===== src/rtl/baud_gen_nco.sv =====
// Fractional baud generator: a phase accumulator produces the oversample tick,
// and a ratio counter divides it into mid-bit and end-of-bit ticks.
module baud_gen_nco #(
    parameter int                   ACC_WIDTH        = 32,
    parameter int                   OVS_LOG2_MAX     = 4,
    parameter logic [ACC_WIDTH-1:0] DEFAULT_INC      = ACC_WIDTH'(79164837),
    parameter logic [2:0]           DEFAULT_OVS_LOG2 = 3'd4
) (
    input  logic                 clk,
    input  logic                 reset_n,
    input  logic                 enable,
    input  logic                 resync,
    input  logic                 cfg_valid,
    output logic                 cfg_ready,
    input  logic [ACC_WIDTH-1:0] cfg_inc,
    input  logic [2:0]           cfg_ovs_log2,
    output logic                 tick_ovs,
    output logic                 mid_tick,
    output logic                 baud_tick
);

    localparam int                   CNT_W   = OVS_LOG2_MAX;
    localparam logic [ACC_WIDTH-1:0] INC_MAX = {1'b1, {(ACC_WIDTH-1){1'b0}}};
    localparam logic [2:0]           OVS_MAX = 3'(OVS_LOG2_MAX);

    typedef enum logic {
        ST_IDLE,
        ST_PENDING
    } cfg_state_t;

    cfg_state_t           state_q, state_d;
    logic [ACC_WIDTH-1:0] acc_q, acc_d;
    logic [CNT_W-1:0]     ovs_cnt_q, ovs_cnt_d;
    logic [ACC_WIDTH-1:0] active_inc_q, active_inc_d;
    logic [2:0]           active_ovs_q, active_ovs_d;
    logic [ACC_WIDTH-1:0] shadow_inc_q, shadow_inc_d;
    logic [2:0]           shadow_ovs_q, shadow_ovs_d;
    logic                 tick_q, tick_d;
    logic                 mid_q, mid_d;
    logic                 baud_q, baud_d;

    logic [ACC_WIDTH:0]   sum;
    logic                 carry;
    logic                 run;
    logic                 transfer;
    logic                 apply;
    logic [ACC_WIDTH-1:0] inc_clamped;
    logic [2:0]           ovs_clamped;

    logic [OVS_LOG2_MAX:0] last_hit_vec;
    logic [OVS_LOG2_MAX:0] mid_hit_vec;
    logic                  cnt_is_last;
    logic                  cnt_is_mid;

    // One decoder per legal exponent; only the active one can match.
    // With OVS = 1 the mid point coincides with the bit end.
    generate
        for (genvar gi = 0; gi <= OVS_LOG2_MAX; gi++) begin : g_ovs_dec
            assign last_hit_vec[gi] = (active_ovs_q == 3'(gi)) &&
                                      (ovs_cnt_q == CNT_W'((1 << gi) - 1));
            if (gi == 0) begin : g_mid_one
                assign mid_hit_vec[gi] = last_hit_vec[gi];
            end else begin : g_mid_half
                assign mid_hit_vec[gi] = (active_ovs_q == 3'(gi)) &&
                                         (ovs_cnt_q == CNT_W'((1 << (gi - 1)) - 1));
            end
        end
    endgenerate

    assign cnt_is_last = |last_hit_vec;
    assign cnt_is_mid  = |mid_hit_vec;

    assign sum   = {1'b0, acc_q} + {1'b0, active_inc_q};
    assign carry = sum[ACC_WIDTH];
    assign run   = enable & ~resync;

    assign inc_clamped = (cfg_inc > INC_MAX) ? INC_MAX : cfg_inc;
    assign ovs_clamped = (cfg_ovs_log2 > OVS_MAX) ? OVS_MAX : cfg_ovs_log2;

    assign tick_d = run & carry;
    assign baud_d = tick_d & cnt_is_last;
    assign mid_d  = tick_d & cnt_is_mid;

    always_comb begin
        state_d  = state_q;
        transfer = 1'b0;
        apply    = 1'b0;
        case (state_q)
            ST_IDLE: begin
                if (cfg_valid) begin
                    transfer = 1'b1;
                    state_d  = ST_PENDING;
                end
            end
            ST_PENDING: begin
                if (baud_d || !enable || resync) begin
                    apply   = 1'b1;
                    state_d = ST_IDLE;
                end
            end
            default: state_d = ST_IDLE;
        endcase
    end

    always_comb begin
        acc_d        = acc_q;
        ovs_cnt_d    = ovs_cnt_q;
        active_inc_d = active_inc_q;
        active_ovs_d = active_ovs_q;
        shadow_inc_d = shadow_inc_q;
        shadow_ovs_d = shadow_ovs_q;

        if (!run) begin
            acc_d     = '0;
            ovs_cnt_d = '0;
        end else begin
            acc_d = sum[ACC_WIDTH-1:0];
            if (carry) begin
                ovs_cnt_d = cnt_is_last ? '0 : ovs_cnt_q + 1'b1;
            end
        end

        // A bit-boundary apply keeps the accumulator so the phase stays continuous.
        if (apply) begin
            active_inc_d = shadow_inc_q;
            active_ovs_d = shadow_ovs_q;
            ovs_cnt_d    = '0;
        end

        if (transfer) begin
            shadow_inc_d = inc_clamped;
            shadow_ovs_d = ovs_clamped;
        end
    end

    always_ff @(posedge clk or negedge reset_n) begin
        if (!reset_n) begin
            state_q      <= ST_IDLE;
            acc_q        <= '0;
            ovs_cnt_q    <= '0;
            active_inc_q <= DEFAULT_INC;
            active_ovs_q <= DEFAULT_OVS_LOG2;
            shadow_inc_q <= DEFAULT_INC;
            shadow_ovs_q <= DEFAULT_OVS_LOG2;
            tick_q       <= 1'b0;
            mid_q        <= 1'b0;
            baud_q       <= 1'b0;
        end else begin
            state_q      <= state_d;
            acc_q        <= acc_d;
            ovs_cnt_q    <= ovs_cnt_d;
            active_inc_q <= active_inc_d;
            active_ovs_q <= active_ovs_d;
            shadow_inc_q <= shadow_inc_d;
            shadow_ovs_q <= shadow_ovs_d;
            tick_q       <= tick_d;
            mid_q        <= mid_d;
            baud_q       <= baud_d;
        end
    end

    assign cfg_ready = (state_q == ST_IDLE);
    assign tick_ovs  = tick_q;
    assign mid_tick  = mid_q;
    assign baud_tick = baud_q;

endmodule


===== config.mk =====
export PLATFORM = sky130hd
export DESIGN_NAME = baud_gen_nco
export DESIGN_NICKNAME = d
export VERILOG_FILES = /design/src/rtl/baud_gen_nco.sv
export SDC_FILE = /design/constraint.sdc
export NUM_CORES = 1
export LEC_CHECK = 0
export CORE_MARGIN = 2
export CORE_UTILIZATION = 59
export DETAILED_ROUTE_END_ITERATION = 10
export PLACE_DENSITY = 0.77
export SLEW_MARGIN = 20
export SYNTH_ARGS = -nofsm -noshare
export SYNTH_HDL_FRONTEND = slang
export SYNTH_SLANG_ARGS = --single-unit

===== constraint.sdc =====
create_clock -name clk -period 4.1 [get_ports clk]
set_input_delay 0.615 -clock clk [delete_from_list [all_inputs] [get_ports clk]]
set_output_delay 0.615 -clock clk [all_outputs]
set_load 0.01 [all_outputs]

Word-level counts from Yosys, hierarchy flattened. Cells that the tools add are included.

Output and inout port bits: 4. Register bits: 110. Logic and storage cells: 58. Input port bits: 40.

Magnitude comparators: 2. Mux-type cells: 13. $add $sub $neg: 2. Equality and inequality tests: 9. Bitwise operators: 6. Reductions and logical operators: 16.

Operator list (number): $mux 32 (2); $add 32x32->33 (1); $gt 32x32->1 const B (1); $mux 4 (4); $reduce_or 5->1 (2); $logic_and 1x1->1 (9); $eq 3x2->1 const B (2); $mux 1 (5); $add 4x1->4 const B (1); $and 1x1->1 (4); $eq 4x1->1 const B (1); $eq 4x2->1 const B (1); $eq 4x3->1 const B (1); $eq 4x4->1 const B (1); $logic_not 4->1 (1); $eq 3x1->1 const B (1); $eq 3x3->1 const B (1); $gt 3x3->1 const B (1); $logic_not 3->1 (1); $mux 3 (1); $ne 3x2->1 const B (1); $logic_or 1x1->1 (2); $not 1->1 (2); $pmux 1 s2 (1); $logic_not 1->1 (1).

Depth between registers and ports, before layout.
Depth after elaboration: 9. Mapped depth: 12. Depth with buffers taken out: 11.

Least setup slack after synthesis. Ideal clock, no wire load.

Path kind: reg2reg. From: reg active_inc_q[0]. To: reg active_inc_q[11]. Clock period less this slack: 3.136 ns. Slack: 0.964 ns. Library setup time: 0.125 ns. Buffers on the path: 1. Arrival: 3.011 ns. Required time: 3.975 ns. Cell stages (with the launch flop): 13. Path through: dfstp_2 > ha_1 > inv_1 > fa_1 > nor2b_1 > o2111ai_2 > a31oi_1 > o311ai_0 > o21ai_2 > a2bb2oi_4 > o22ai_4 > buf_12 > mux2_4.

Longest elaborated chain between the ends: 7.

RTL lines: start, declared (RTL line 34) `logic [ACC_WIDTH-1:0] active_inc_q, active_inc_d;`; start signal, assigned (RTL line 152) `active_inc_q <= active_inc_d;`; $add 32x32->33 (RTL line 73) `assign sum = {1'b0, acc_q} + {1'b0, active_inc_q};`; $and 1x1->1 (RTL line 80) `assign tick_d = run & carry;`; $and 1x1->1 (RTL line 81) `assign baud_d = tick_d & cnt_is_last;`; $logic_or 1x1->1 (2 in series) (RTL line 96) `if (baud_d || !enable || resync) begin`; $mux 1 (RTL line 96); $mux 1 (RTL line 88) `case (state_q)`.

Every way passes these cells. A chain may end at the register's enable or synchronous reset.

Worst setup path in the final report.
From: reg active_inc_q[0]. To: reg active_inc_q[28].

Same word-level chain as after synthesis.

==> impl_metrics.toml <==
[setup_path]
path_cells = "ha_1 -> inv_1 -> fa_1 -> nor2b_1 -> o2111ai_2 -> a31oi_1 -> o311ai_0 -> o21ai_2 -> a2bb2oi_4 -> o22ai_4 -> buf_12 -> mux2_2"
cp_slowest_cell = "dfstp_2"
cp_data_arrival_time_ns = 3.71
start_kind = "flop"
crit_fanout = 35
cpPeakStageDelay_ns = 0.55
cp.required_ns = 4.37
crit_type = "reg2reg"
end_kind = "flop"

[die]
die-width_microns = 104
io_pins = 44
core-area_sq_um = 9770
die_h_microns = 104
dieArea_sq_um = 10900
std_cell_rows = 36
start_util_pct = 60.9

[clock_tree]
ctsResizeCount = 0
path_clk_slew_ns = 0.10
cts-root-buf = "clkbuf_8"
h-tree-depth = 3
worstSkewPairLatency_ns = 0.38
cts_buffer_depth = 2
cts_hold_buf = 0
cts_sinks = 110
numCtsBuffers = 9
tritoncts = "yes"
post_cts_buffers = 0

[routing]
routed_wl_microns = 11900
drtIter0Drc = 265
dr.pass1.iters = 5
drc = 0
antenna_left = 0
via_count = 4195
wl_per_cell_microns = 16.7
viasPerCell = 5.90

[cells_and_area]
diodes = 0
area_delta_synth_final_pct = 12.7
nets = 649
drive_gt1_share_pct = 19.0
layout_common_cells = "dfrtp_1, nor2_1, clkdlybuf4s50_1"
final_common_cell = "dfrtp_1"

[global_route]
antenna_found_initial = 0
use_met1_pct = 29.8
top_usage_layer = "met2"
track_usage_pct = 23.2
use_met2_pct = 39.5
grt_max_degree = 43
grt_pass1_vias = 4288
grt_pass1_wl_microns = 20600
overflow = 0
grtUsageMet3_pct = 4.45

[timing]
clock_skew_ns = 0.00991
setup_tns_ns = 0
drv_slew = 0
setup_violations = 0
rsz0062_at_grt = "false"
min_period_ns = 3.43
fin_crit_sh_pct = 83.7
finalHoldViolCount = 0
timing.fmax_ghz = 0.291
tightest_slew_ns = 0.721
relSlewSlack_pct = 51.3

[place]
gp_congestion = 0.902
port_buffers = 43
dp_hpwl_microns = 8750

[power_and_ir_drop]
ir_drop_mv = 0.326
p_per_area_nw_per_um2 = 465
finalPower_mw = 3.12
power.leakage_nw = 3.09

[synthesis]
syn-num-nets = 611
ys.flop_type = "dfrtp_1"
syn_area_per_cell_sq_um = 11.1
async_reset_ff_share_pct = 100
synthDistinctLibCells = 57
ys_seq_elements = 110
netlist_instances = 535
seq_area_frac_synth_pct = 47.0
synth-edff-count = 0
yosys_warnings = 0
syn_area_sq_um = 5950

[worst_hold_path]
hold_class = "in2async"

[status]
status = "finished clean"

[job]
drv_cap = 0
==> registers in the layout, indices dropped and copies added (netlist names) <==
| register | cells |
|---|---|
| mid_tick | 1 |
| tick_ovs | 1 |
| active_ovs_q | 3 |
| ovs_cnt_q | 4 |
| state_q | 1 |
| active_inc_q | 32 |
| acc_q | 32 |
| shadow_ovs_q | 3 |
| baud_tick | 1 |
| shadow_inc_q | 32 |
==> cell type report <==
class                      instances  area, sq um
tap                              133          166
clock buffer                       9          124
multi-input combinational        384         2950
clock inverter                     7          105
fill                             734         3070
timing repair buffer              50          493
sequential                       110         2800
inverter                          18         67.6
==> critical path: cells and delay by family, from the launching register on <==
kind,cells,cell delay (ns)
adders and majority gates,2,0.55
AOI/OAI and AO/OA,6,1.30
buffers and inverters,2,0.34
DFF,1,0.55
muxes,1,0.37
and+or+nand+nor,1,0.19
==> metal layers <==
layer  up-vias  share of wire (%)
met2        78                 51
met5         -                  0
li1       2014                  -
met4         0                1.7
met1      2084                 44
met3        19                3.1
==> synthesized netlist by cell type (2+ instances only) <==
library cell	count	area, sq um
nor4_1	8	50.1
a211oi_1	3	22.5
nand4_1	5	31.3
nand3_1	16	80.1
xnor2_1	12	105
nor2_1	46	173
nor3b_1	5	37.5
a41oi_1	2	17.5
o21a_1	5	37.5
mux2_2	8	90.1
dfrtp_1	74	1850
ha_1	35	438
o21bai_1	6	45.0
a31oi_1	6	37.5
nand2_1	29	109
a21oi_1	34	170
nor2b_1	3	18.8
mux2_4	30	450
or2_2	2	12.5
a22o_1	31	272
o211ai_1	3	22.5
nor3_1	11	55.1
o21ai_0	21	105
dfstp_2	36	946
and2_1	3	18.8
xor2_1	11	96.3
buf_12	3	60.1
clkbuf_1	20	75.1
and3_1	2	12.5
inv_1	18	67.6
mux2i_1	5	50.1
a21o_1	13	97.6
nand2b_1	5	31.3
==> kinds of logic after synthesis <==
group	share of synthesized area (%)
adder cells (fa/ha/maj)	7.69
buffers and inverters	3.41
AO/OA/AOI/OAI	17.5
flip-flops	47.0
XOR/XNOR	3.38
multiplexers	9.92
AND/OR/NAND/NOR	11.1
==> power by group <==
part / switching (mW) / total, mW / internal [mW] / leakage (nW)
Combinational: 0.475 / 0.936 / 0.462 / 1.61
Sequential: 0.126 / 1.45 / 1.32 / 1.37
Clock: 0.386 / 0.740 / 0.354 / 0.112
Total: 0.987 / 3.12 / 2.14 / 3.09
==> path summary, 6_finish.rpt <==
| path | from | to | slack [ns] | cells past startpoint |
|---|---|---|---|---|
| worst max register to register | active_inc_q[0] | active_inc_q[28] | 0.67 | 12 |
| worst max-delay path | active_inc_q[0] | active_inc_q[28] | 0.67 | 12 |
| worst min register to register | shadow_ovs_q[1] | shadow_ovs_q[1] | 0.50 | 2 |
| max in group asynchronous | reset_n | shadow_inc_q[0] | 2.98 | 2 |
| min in group clk | shadow_ovs_q[1] | shadow_ovs_q[1] | 0.50 | 2 |
| worst min-delay path | reset_n | ovs_cnt_q[3] | 0.20 | 1 |
==> metrics by stage <==
stage	std cells	setup WS [ns]	utilization, %	hold WS [ns]	instance area [sq um]
3_5_place_dp	695	0.638	66.3	0.484	6480
4_1_cts	711	0.615	68.6	0.204	6710
5_1_grt	711	0.402	68.6	0.232	6710
6_report	711	0.667	68.6	0.197	6710
2_1_floorplan	535	0.964	-	0.319	5950
3_3_place_gp	695	0.733	66.3	0.473	6480
Power figures use the tool's default switching activity.
